$ cat src/rtl/fwd_hazard_unit.sv
// Forwarding and load-use hazard unit.
// Keeps a shift register of in-flight destination tags, one entry per stage
// from EX (entry 1) to the last bypass-capable stage (entry DEPTH). From these
// tags it derives the EX-stage bypass selects and the ID-stage load-use stall,
// and it counts stall cycles for performance monitoring.
module fwd_hazard_unit #(
  parameter int unsigned REG_AW   = 5,
  parameter int unsigned NUM_RP   = 2,
  parameter int unsigned DEPTH    = 3,
  parameter int unsigned LOAD_LAT = 1,
  parameter int unsigned SEL_W    = 2,
  parameter int unsigned CNT_W    = 16
) (
  input  logic                      clk,
  input  logic                      reset,
  input  logic                      id_valid,
  input  logic                      id_regwrite,
  input  logic                      id_memread,
  input  logic [REG_AW-1:0]         id_rd,
  input  logic [NUM_RP*REG_AW-1:0]  id_src,
  input  logic [NUM_RP-1:0]         id_src_used,
  input  logic                      flush,
  input  logic                      cnt_clr,
  output logic                      stall,
  output logic [NUM_RP*SEL_W-1:0]   fwd_sel,
  output logic [CNT_W-1:0]          stall_cnt
);

  // Per-stage tag fields; entry 1 is EX, entry DEPTH is the oldest tracked stage.
  logic [DEPTH:1]           valid_q;
  logic [DEPTH:1]           wr_q;
  logic [DEPTH:1]           ld_q;
  logic [REG_AW-1:0]        rd_q [1:DEPTH];
  // Source operands are only needed for the instruction sitting in EX.
  logic [NUM_RP*REG_AW-1:0] src_q;
  logic [NUM_RP-1:0]        used_q;

  logic [CNT_W-1:0]         cnt_q;
  logic [CNT_W-1:0]         cnt_d;
  logic [DEPTH:1]           live;

  // An entry can source a bypass only if it really writes a non-zero register.
  always_comb begin
    live = '0;
    for (int unsigned k = 1; k <= DEPTH; k++) begin
      live[k] = valid_q[k] & wr_q[k] & (rd_q[k] != '0);
    end
  end

  // Load-use stall: a load still too young to bypass feeds a source read in ID.
  always_comb begin
    stall = 1'b0;
    if (id_valid && !flush) begin
      for (int unsigned p = 0; p < NUM_RP; p++) begin
        for (int unsigned k = 1; k <= LOAD_LAT; k++) begin
          if (id_src_used[p] && live[k] && ld_q[k] &&
              (rd_q[k] == id_src[p*REG_AW +: REG_AW])) begin
            stall = 1'b1;
          end
        end
      end
    end
  end

  // Bypass select per EX read port. Scanning oldest to youngest lets the
  // nearest producer overwrite any older match.
  always_comb begin
    fwd_sel = '0;
    for (int unsigned p = 0; p < NUM_RP; p++) begin
      if (valid_q[1] && used_q[p]) begin
        for (int unsigned k = DEPTH; k >= 2; k--) begin
          if (live[k] && (rd_q[k] == src_q[p*REG_AW +: REG_AW])) begin
            fwd_sel[p*SEL_W +: SEL_W] = SEL_W'(k - 1);
          end
        end
      end
    end
  end

  // Stall counter next state: clear beats increment, increment saturates.
  always_comb begin
    cnt_d = cnt_q;
    if (cnt_clr) begin
      cnt_d = '0;
    end else if (stall && (cnt_q != '1)) begin
      cnt_d = cnt_q + CNT_W'(1);
    end
  end

  // Tag pipeline advance and counter register.
  always_ff @(posedge clk or negedge reset) begin
    if (!reset) begin
      valid_q <= '0;
      wr_q    <= '0;
      ld_q    <= '0;
      src_q   <= '0;
      used_q  <= '0;
      for (int unsigned k = 1; k <= DEPTH; k++) begin
        rd_q[k] <= '0;
      end
      cnt_q   <= '0;
    end else begin
      valid_q[1] <= id_valid & ~stall & ~flush;
      wr_q[1]    <= id_regwrite;
      ld_q[1]    <= id_memread;
      rd_q[1]    <= id_rd;
      src_q      <= id_src;
      used_q     <= id_src_used;
      // A flush also kills the instruction leaving EX, so entry 2 gets a bubble.
      for (int unsigned k = 2; k <= DEPTH; k++) begin
        valid_q[k] <= (k == 2) ? (valid_q[1] & ~flush) : valid_q[k-1];
        wr_q[k]    <= wr_q[k-1];
        ld_q[k]    <= ld_q[k-1];
        rd_q[k]    <= rd_q[k-1];
      end
      cnt_q <= cnt_d;
    end
  end

  assign stall_cnt = cnt_q;

endmodule

$ cat config.mk
export PLATFORM = sky130hd
export DESIGN_NAME = fwd_hazard_unit
export DESIGN_NICKNAME = d
export VERILOG_FILES = /design/src/rtl/fwd_hazard_unit.sv
export SDC_FILE = /design/constraint.sdc
export NUM_CORES = 1
export LEC_CHECK = 0
export ABC_AREA = 1
export BUFFER_PORTS_ARGS = -buffer_cell sky130_fd_sc_hd__buf_2
export CAP_MARGIN = 30
export CORE_ASPECT_RATIO = 0.8
export CORE_MARGIN = 8
export CORE_UTILIZATION = 26
export CTS_CLUSTER_DIAMETER = 50
export CTS_CLUSTER_SIZE = 20
export DETAILED_ROUTE_END_ITERATION = 8
export GPL_TIMING_DRIVEN = 0
export PLACE_DENSITY_LB_ADDON = 0.12
export SYNTH_ARGS = -nofsm -noshare
export SYNTH_HDL_FRONTEND = slang
export SYNTH_SLANG_ARGS = --single-unit
$ cat constraint.sdc
create_clock -name clk -period 2.03 [get_ports clk]
set_input_delay 0.1015 -clock clk [delete_from_list [all_inputs] [get_ports clk]]
set_output_delay 0.1015 -clock clk [all_outputs]
set_load 0.005 [all_outputs]
# Word-level counts from Yosys, hierarchy flattened
# Cells that the tools add are included.
# totals
ff_bits,50
latchBits,0
ram_bits,0
rom_bits,0
output_inout_bits,21
word_cells,58
n_memories,0
# op_classes
n_addsub,1
mul,0
div,0
magnitude_cmp,0
eq_ne,7
shift,0
muxes,11
bitwise,11
n_reduce_logical,19
# ops
operator,count
$mux W16,2
$eq A5 B5 Y1,6
$add A16 B1 Y16 const B,1
$ne A16 B16 Y1 const B,1
$reduce_bool A5 Y1,3
$logic_and A1 B1 Y1,14
$mux W2,6
$and A1 B1 Y1,9
$mux W1,3
$not A1 Y1,2
$reduce_bool A2 Y1,1
$logic_not A1 Y1,1

# Logic depth before layout (Yosys ltp)
# Gate-level depths: netlist of the first run.
# depth
word_depth,11
depth_mapped,11

# Worst setup path before layout of the first run
# OpenSTA, ideal clock, no wires.
# synth_path
path_type,register to register
start,"register cnt_q[0], in the netlist stall_cnt[0]"
end,"register cnt_q[9], in the netlist stall_cnt[9]"
setup_ps,117
arrival_ps,1406
required_time_ps,1913
setup_slack_ps,507
stages_incl_launch_ff,10
path_buffers,1
period_less_slack_ps,1523
path_cell_list,dfrtp_1 ha_1 nand2_2 nor2_4 nand4_2 nand4_4 nand2_4 buf_8 nand2_1 nand2_1
# synth_between
elab_chain_len,3
elab_cells_between_ends,6
cone_classes,add/sub (1); eq/ne (1); mux (2); reduce/logical (2)
# synth_lines
item,line,source
"start, declared",38,logic [CNT_W-1:0] cnt_q;
"start signal, assigned",116,cnt_q <= cnt_d;
$add A16 B1 Y16 or $ne A16 B16 Y1 (tied branches),"86, 85",
$mux W16 or $logic_and A1 B1 Y1 (tied branches),85,end else if (stall && (cnt_q != '1)) begin
$mux W16 or $reduce_bool A2 Y1 (tied branches),--,
# Parallel ways exist; a longest one is shown, timed or not. The select of a mux whose other input is x is not followed.
# A chain may end at the register's enable or synchronous reset.

# Worst setup path after layout of the first run
# layout_path
start,register rd_q[6] in the netlist's numbering
end,output port fwd_sel[0]
# layout_between
elab_chain_len,5
elab_cells_between_ends,6
cone_classes,eq/ne (1); mux (2); bitwise (1); reduce/logical (2)
# layout_lines
item,line,source
"start, declared",33,logic [REG_AW-1:0] rd_q [1:DEPTH];
"start signal, assigned by index",114,rd_q[k] <= rd_q[k-1];
$reduce_bool A5 Y1,46,live[k] = valid_q[k] & wr_q[k] & (rd_q[k] != '0);
$and A1 B1 Y1,46,
$logic_and A1 B1 Y1 *,72,if (live[k] && (rd_q[k] == src_q[p*REG_AW +: REG_AW])) begin
$mux W2 *,72,
$mux W2 *,70,if (valid_q[1] && used_q[p]) begin
"end, declared",25,"output logic [NUM_RP*SEL_W-1:0] fwd_sel,"
# Every way passes the cells marked *; elsewhere a longest branch is shown, timed or not.

==> out/summary.txt, run 1 <==
Initial detailed-routing violation count: 99
Peak clock frequency supported by timing: 551 MHz
Unrepaired setup endpoints after global routing: no
Required time reported for the critical path endpoint: 1930 ps
Antenna fix cells: 0
Peak supply drop: 0.000286 V
CP Max Fanout: 4
Internal power: 1.61 mW
Number of maximum-capacitance constraint violations: 0
Post-Syn Area: 0.00250 mm^2
Initial core utilization: 0.263
Number of register bits inferred by synthesis: 50
Full die area: 0.0130 mm^2
Power per standard cell area: 664 mW/mm^2
Clock transition at the register clock pins on the worst setup and hold paths after CTS: 70 ps
Total instance count after detailed placement: 465
Endpoint arrival time on the critical path: 1710 ps
DIE WIDTH: 126 um
Dpl hpwl: 5.03 mm
Wire length of the first global-routing pass: 10.9 mm
Clock sink count: 50
Share of synthesized area occupied by flip-flops and latches: 0.501
Share of power burned in registers: 0.502
Post-detailed-route via-to-cell ratio: 4.21
Combinational share of power: 0.098
Number of nets at the end of the flow: 398
Switching power share of the total: 0.252
Syn Inst Count: 302
Global router's overall resource usage: 0.104
Gr ovfl total: 0
Launching element type of the critical path: register
Clock tree from TritonCTS: yes
Remaining routing DRC violations: 0
Post-CTS setup buffer count: 0
Antenna Nets Post-Route: 0
CTS root buffer: clkbuf_16
Reg2reg path depth: 9
Wire length per cell after detailed routing: 13.2 um
Maximum number of pins on one net before global-route repair: 30
Switching power of the nets: 542 uW
Worst Hold Class: in2reg
Insertion delay to the later sink of the worst-skew pair: 290 ps
TritonCTS buffer count: 5
Count of input and output buffers: 43
Final clock period utilization by the worst path: 0.895
Initial antenna violation count: 0
Average cell area after synthesis: 8.28 um^2
Post-Route Skew: 3.66 ps
Synth warn: 0
Final hold violations: 0
# IOs: 45
Total wire length after detailed routing: 6.52 mm
R2r setup slk: 240 ps
Placement row count: 32
First-pass iteration count of the detailed router: 4
Syn-to-layout area delta: 29.5%
Aggregate negative setup slack: 0 ps
Core region area: 0.00949 mm^2
Vertical die dimension: 104 um
Fin cells: 493
Max Root-Sink Buffers: 2
Outcome: complete, no violations
Worst Setup End Kind: output port
Hold buffer count at cts: 20
Placement-stage cell area: 0.00288 mm^2
Post-route cell area: 0.00324 mm^2
Clock network power share: 0.400
Share of final-layout standard cells stronger than drive strength 1: 0.187
Setup violations, final: 0
Net count of the mapped netlist: 327
Worst slew margin relative to its limit: 0.654
Number of pins exceeding their max-slew limit in the final report: 0
Number of H-tree levels: 2
Category of the critical setup timing path: reg2out
Worst Hold Path Cells: 2
Final worst path period need: 1820 ps
Pleak: 1.62 nW
Detailed-route via count: 2076
Number of global-route vias before repair: 2117
Placer Congestion: 0.778
Actual transition at the worst max-transition pin: 519 ps
Gates resized, CTS repair: 0
Synth cell types: 31
## final timing paths
path,start,end
setup reg to reg,stall_cnt[0]$_DFFE_PN0P_,stall_cnt[6]$_DFFE_PN0P_
setup / recovery,rd_q[6]$_DFF_PN0_,fwd_sel[0]
min in group asynchronous,reset,rd_q[11]$_DFF_PN0_
hold reg to reg,valid_q[2]$_DFF_PN0_,valid_q[3]$_DFF_PN0_
max in group asynchronous,reset,stall_cnt[5]$_DFFE_PN0P_
hold / removal,flush,valid_q[2]$_DFF_PN0_
## stage by stage
step / total power, mW / util / hold slack, ps / worst slack [ps]
6_report: 2.15 / 0.341 / 27.3 / 214
5_1_grt: 2.26 / 0.341 / 34.1 / 54.5
4_1_cts: 2.20 / 0.341 / 23.2 / 218
3_5_place_dp: 1.29 / 0.304 / 102 / 239
3_3_place_gp: 1.28 / 0.302 / 211 / 250
2_1_floorplan: 1.19 / - / -194 / 507
## cell usage in the layout (no fill, tap or decap), types with 3 or more instances in the layout
master	n
buf_2	45
nor2_1	41
inv_1	25
xor2_1	12
nor3_1	3
nor4_1	3
nand2_1	90
or2_2	4
dfrtp_1	50
xnor2_1	12
dlygate4sd3_1	20
clkbuf_16	5
nor3b_1	3
nand3_1	31
## power groups by stage
| stage | Combinational (mW) | Clock (mW) | Sequential (mW) |
|---|---|---|---|
| after global routing | 0.241 | 0.932 | 1.09 |
| after floorplan | 0.101 | 0 | 1.09 |
| after CTS | 0.215 | 0.905 | 1.08 |
| after detailed placement | 0.186 | 0 | 1.10 |
| final | 0.210 | 0.861 | 1.08 |
| after global placement | 0.180 | 0 | 1.10 |
## routing by layer
layer | part of all wire | vias to the layer above | global-route usage
met4 | 0.0067 | 0 | 0.0286
met3 | 0.046 | 2 | 0.0241
li1 | - | 1090 | -
met1 | 0.52 | 948 | 0.142
met5 | 0 | - | 0
met2 | 0.43 | 36 | 0.162
## Yosys cell counts
cell,n,share of area
a21oi_1,2,0.0040
a221oi_1,2,0.0070
and2_1,2,0.0050
and3_1,1,0.0025
buf_2,2,0.0040
buf_4,1,0.0030
buf_8,1,0.0060
clkbuf_1,1,0.0015
clkinv_1,1,0.0015
dfrtp_1,50,0.50
ha_1,1,0.0050
inv_1,25,0.038
inv_2,2,0.0030
nand2_1,90,0.14
nand2_2,2,0.0050
nand2_4,1,0.0045
nand3_1,31,0.062
nand4_1,2,0.0050
nand4_2,1,0.0050
nand4_4,1,0.0085
nor2_1,41,0.062
nor2_2,1,0.0025
nor2_4,1,0.0045
nor3_1,3,0.0060
nor3b_1,3,0.0090
nor3b_2,1,0.0050
nor4_1,3,0.0075
o21ai_0,2,0.0040
or2_2,4,0.010
xnor2_1,12,0.042
xor2_1,12,0.042
## state kept, by name, summed over array words and instances (netlist names)
register   cells
wr_q           3
src_q         10
ld_q           1
rd_q          15
used_q         2
valid_q        3
stall_cnt     16
## critical path, cell delays in order (launching register included)
cell and delay (ps):
dfrtp_1 450, nor3_1 80, nand2_1 60, nand3_1 90, nor4_1 450, and2_1 200, buf_2 110
## area by class of cell
cell class | count | area, um^2
well taps | 119 | 149
fillers | 1005 | 6250
flip-flops and latches | 50 | 1250
multi-input cells | 219 | 1110
plain buffers | 5 | 36.3
clock inverters | 3 | 28.8
clock buffers | 5 | 125
inverters | 28 | 105
repair buffers | 64 | 435
## cells by family after synthesis
| logic type | synth area share |
|---|---|
| buf+inv | 0.0566 |
| xor+xnor | 0.0841 |
| flops | 0.501 |
| fa+ha+maj | 0.00500 |
| compound gates | 0.0150 |
| simple gates | 0.339 |
Note: power is estimated with default switching activity, not from simulation.
==> run 2, diff against run 1 <==
==> constraint.sdc (replaced) <==
create_clock -name clk -period 1.5 [get_ports clk]
set_input_delay 0.075 -clock clk [delete_from_list [all_inputs] [get_ports clk]]
set_output_delay 0.075 -clock clk [all_outputs]
set_load 0.005 [all_outputs]
==> run 2 against run 1 <==
Against the previous run:
- critical path depth down 1
- global-route usage up 0.29 points
- sequential share of layout area decreased by 3.3 points
- clock power grew 36%
- hold slack gained 24 ps
- combinational power up 74%
- sequential power grew 36%
- the run now ends with setup timing left
- core utilization up 3.6 points
- setup slack got worse by 350 ps
- first-iteration DRC count is 33% higher
- highest routed layer unchanged
- cell count rose by 2.8%
==> out/summary.txt, run 2 (synthesis gave the netlist of run 1 again) <==
Antenna fix cells: 0 (unchanged)
Met3 layer wire length in the routed design: 301 um (-0.33%)
Power per standard cell area: 839 mW/mm^2 (+26%)
Number of pins exceeding their max-slew limit in the final report: 0 (unchanged)
Total wire length after detailed routing: 6.87 mm (+5.3%)
Required time reported for the critical path endpoint: 1420 ps (-510 ps)
Final clock period utilization by the worst path: 1.09
Slowest cell on the critical path: dfrtp_1
Post-Route Skew: 2.92 ps (-0.742 ps)
Launching element type of the critical path: register
Syn-to-layout area delta: 43.2%
Actual transition at the worst max-transition pin: 510 ps (-8.65 ps)
Met1 wire length: 3.51 mm (+4.0%)
Core region area: 0.00949 mm^2 (unchanged)
Remaining routing DRC violations: 0 (unchanged)
Util after Layout: 0.377 (+0.0360)
Maximum number of pins on one net before global-route repair: 33 (+10%)
Worst flop-to-flop path endpoint: stall_cnt[13]$_DFFE_PN0P_
Max Root-Sink Buffers: 2 (unchanged)
# IOs: 45 (unchanged)
Wire length of the first global-routing pass: 11.2 mm (+3.5%)
Setup violations, final: 15 (+15)
FF+latch area: 0.00126 mm^2 (+1.0%)
Reg2reg path depth: 8 (-1)
Worst reg2reg path startpoint: stall_cnt[14]$_DFFE_PN0P_
Number of logic stages on the critical path including buffering: 5 (-1)
Uppermost routed layer: met4
Placer Congestion: 0.799 (+2.7%)
Dpl hpwl: 5.08 mm (+1.0%)
Detailed-route via count: 2144 (+3.3%)
Post-detailed-route via-to-cell ratio: 4.23 (+0.42%)
Number of nets at the end of the flow: 412 (+3.5%)
Initial detailed-routing violation count: 132 (+33%)
Initial antenna violation count: 0 (unchanged)
Gate family responsible for the most delay along the worst path: simple AND/OR/NAND/NOR gates
Slack of the critical path: -138 ps (-352 ps)
DIE WIDTH: 126 um (unchanged)
Commonest cells after routing, fill and taps aside: 72 x nand2_1, 44 x buf_2, 40 x dfrtp_1, 39 x nor2_1, 29 x nand3_1
Worst Hold Class: in2reg
Number of global-route vias before repair: 2174 (+2.7%)
Vertical die dimension: 104 um (unchanged)
Combinational share of power: 0.122 (+0.024)
R2r setup slk: -40 ps (-280 ps)
Origin of the worst min-delay path: id_valid
Violated checks: setup timing
Wire length per cell after detailed routing: 13.6 um (+2.4%)
Clock tree from TritonCTS: yes
Peak supply drop: 0.000693 V (+140%)
Placement row count: 32 (unchanged)
Count of buffering cells on the critical path with inverters included: 2 (+1)
Outcome: finished with violations
Count of input and output buffers: 43 (unchanged)
Antenna Nets Post-Route: 0 (unchanged)
Clock network power share: 0.391 (-0.009)
CP Max Fanout: 3 (-1)
Pleak: 1.75 nW (+8.2%)
Number of maximum-capacitance constraint violations: 0 (unchanged)
Number of H-tree levels: 2 (unchanged)
Category of the critical setup timing path: reg2out
Worst Setup End Kind: output port
Global router's overall resource usage: 0.107 (+0.00291)
DR WL met2: 3.00 mm (+7.3%)
Clock transition at the register clock pins on the worst setup and hold paths after CTS: 70 ps (about the same)
Gr ovfl total: 0 (unchanged)
TritonCTS buffer count: 5 (unchanged)
Internal power: 2.22 mW (+38%)
Initial core utilization: 0.263 (unchanged)
Worst Hold Path Cells: 3 (+1)
Full die area: 0.0130 mm^2 (unchanged)
Peak clock frequency supported by timing: 611 MHz
Share of power burned in registers: 0.488 (-0.014)
Cells along the critical path: buf_4 > xor2_1 > nor4_4 > and2_1 > buf_2
Worst slew margin relative to its limit: 0.660 (+0.00577)
Unrepaired setup endpoints after global routing: yes
First-pass iteration count of the detailed router: 4 (unchanged)
Switching power share of the total: 0.260 (+0.00845)
FILL cells: 983 (-2.2%)
Switching power of the nets: 782 uW (+44%)
Slowest Stage Delay on Critical Path: 410 ps (-40 ps)
Insertion delay to the later sink of the worst-skew pair: 290 ps (about the same)
Endpoint arrival time on the critical path: 1560 ps (-150 ps)
Final hold violations: 0 (unchanged)
Area of the multi-input gates: 0.00129 mm^2 (+16%)
Clock sink count: 50 (unchanged)
Total design power: 3.00 mW (+40%)
CTS root buffer: clkbuf_16
Commonest non-fill, non-tap cell in the layout: nand2_1
Flip-flop count of the largest register after layout: 16 (unchanged)
Hold Crit Endpoint: valid_q[1]$_DFF_PN0_
Final worst path period need: 1640 ps
Share of final-layout standard cells stronger than drive strength 1: 0.330 (+0.143)
## run 2: repair_timing
action	4_1_cts	5_1_grt
resized for setup	16	44
buffers inserted	9	3
hold endpoints to repair	39	0
cloned	0	1
pin swaps	9	13
setup endpoints to repair	21	21
hold buffers	21	0
## run 2: tightest hold or removal path, cell delays in order
cell and delay, ps:
buf_2 100, inv_1 70, nor3_1 50
## run 2: power groups by stage
stage                     Clock (mW)  Sequential, mW  Combinational (mW)
after floorplan                    0            1.47               0.137
after global placement             0            1.49               0.244
after detailed placement           0            1.49               0.251
after CTS                       1.22            1.46               0.332
after global routing            1.27            1.47               0.412
final                           1.17            1.47               0.366
## run 2: cell type report
class | count | area share
multi-input combinational | 219 | 0.360
sequential | 50 | 0.353
timing repair buffer | 78 | 0.161
tap | 119 | 0.0416
clock buffer | 5 | 0.0350
inverter | 28 | 0.0294
buffer | 5 | 0.0112
clock inverter | 3 | 0.00804
## run 2: worst max path at each step
stage	endpoint	slack [ps]	from
after floorplan	stall_cnt[9]$_DFFE_PN0P_	10	stall_cnt[0]$_DFFE_PN0P_
after global placement	stall_cnt[5]$_DFFE_PN0P_	-200	stall_cnt[0]$_DFFE_PN0P_
after detailed placement	stall_cnt[14]$_DFFE_PN0P_	-210	stall_cnt[0]$_DFFE_PN0P_
after CTS	fwd_sel[1]	-170	rd_q[2]$_DFF_PN0_
after global routing	fwd_sel[2]	-260	rd_q[7]$_DFF_PN0_
final	fwd_sel[0]	-140	rd_q[9]$_DFF_PN0_
## run 2: metal layers
layer / GRT usage / up-vias
met1: 0.149 / 991
li1: - / 1115
met3: 0.0261 / 4
met5: 0 / -
met2: 0.164 / 34
met4: 0.0234 / 0
## run 2: through the flow
stage,setup WS [ps],instance area (um^2),hold WS (ps),std cells,TNS [ps]
floorplan,13.0,2500,-221,302,0
global placement,-201,2870,184,464,-2230
global route,-264,3580,52.1,507,-3200
detailed placement,-214,2890,50.4,465,-2430
CTS,-170,3380,43.4,503,-703
finish,-138,3580,50.9,507,-776
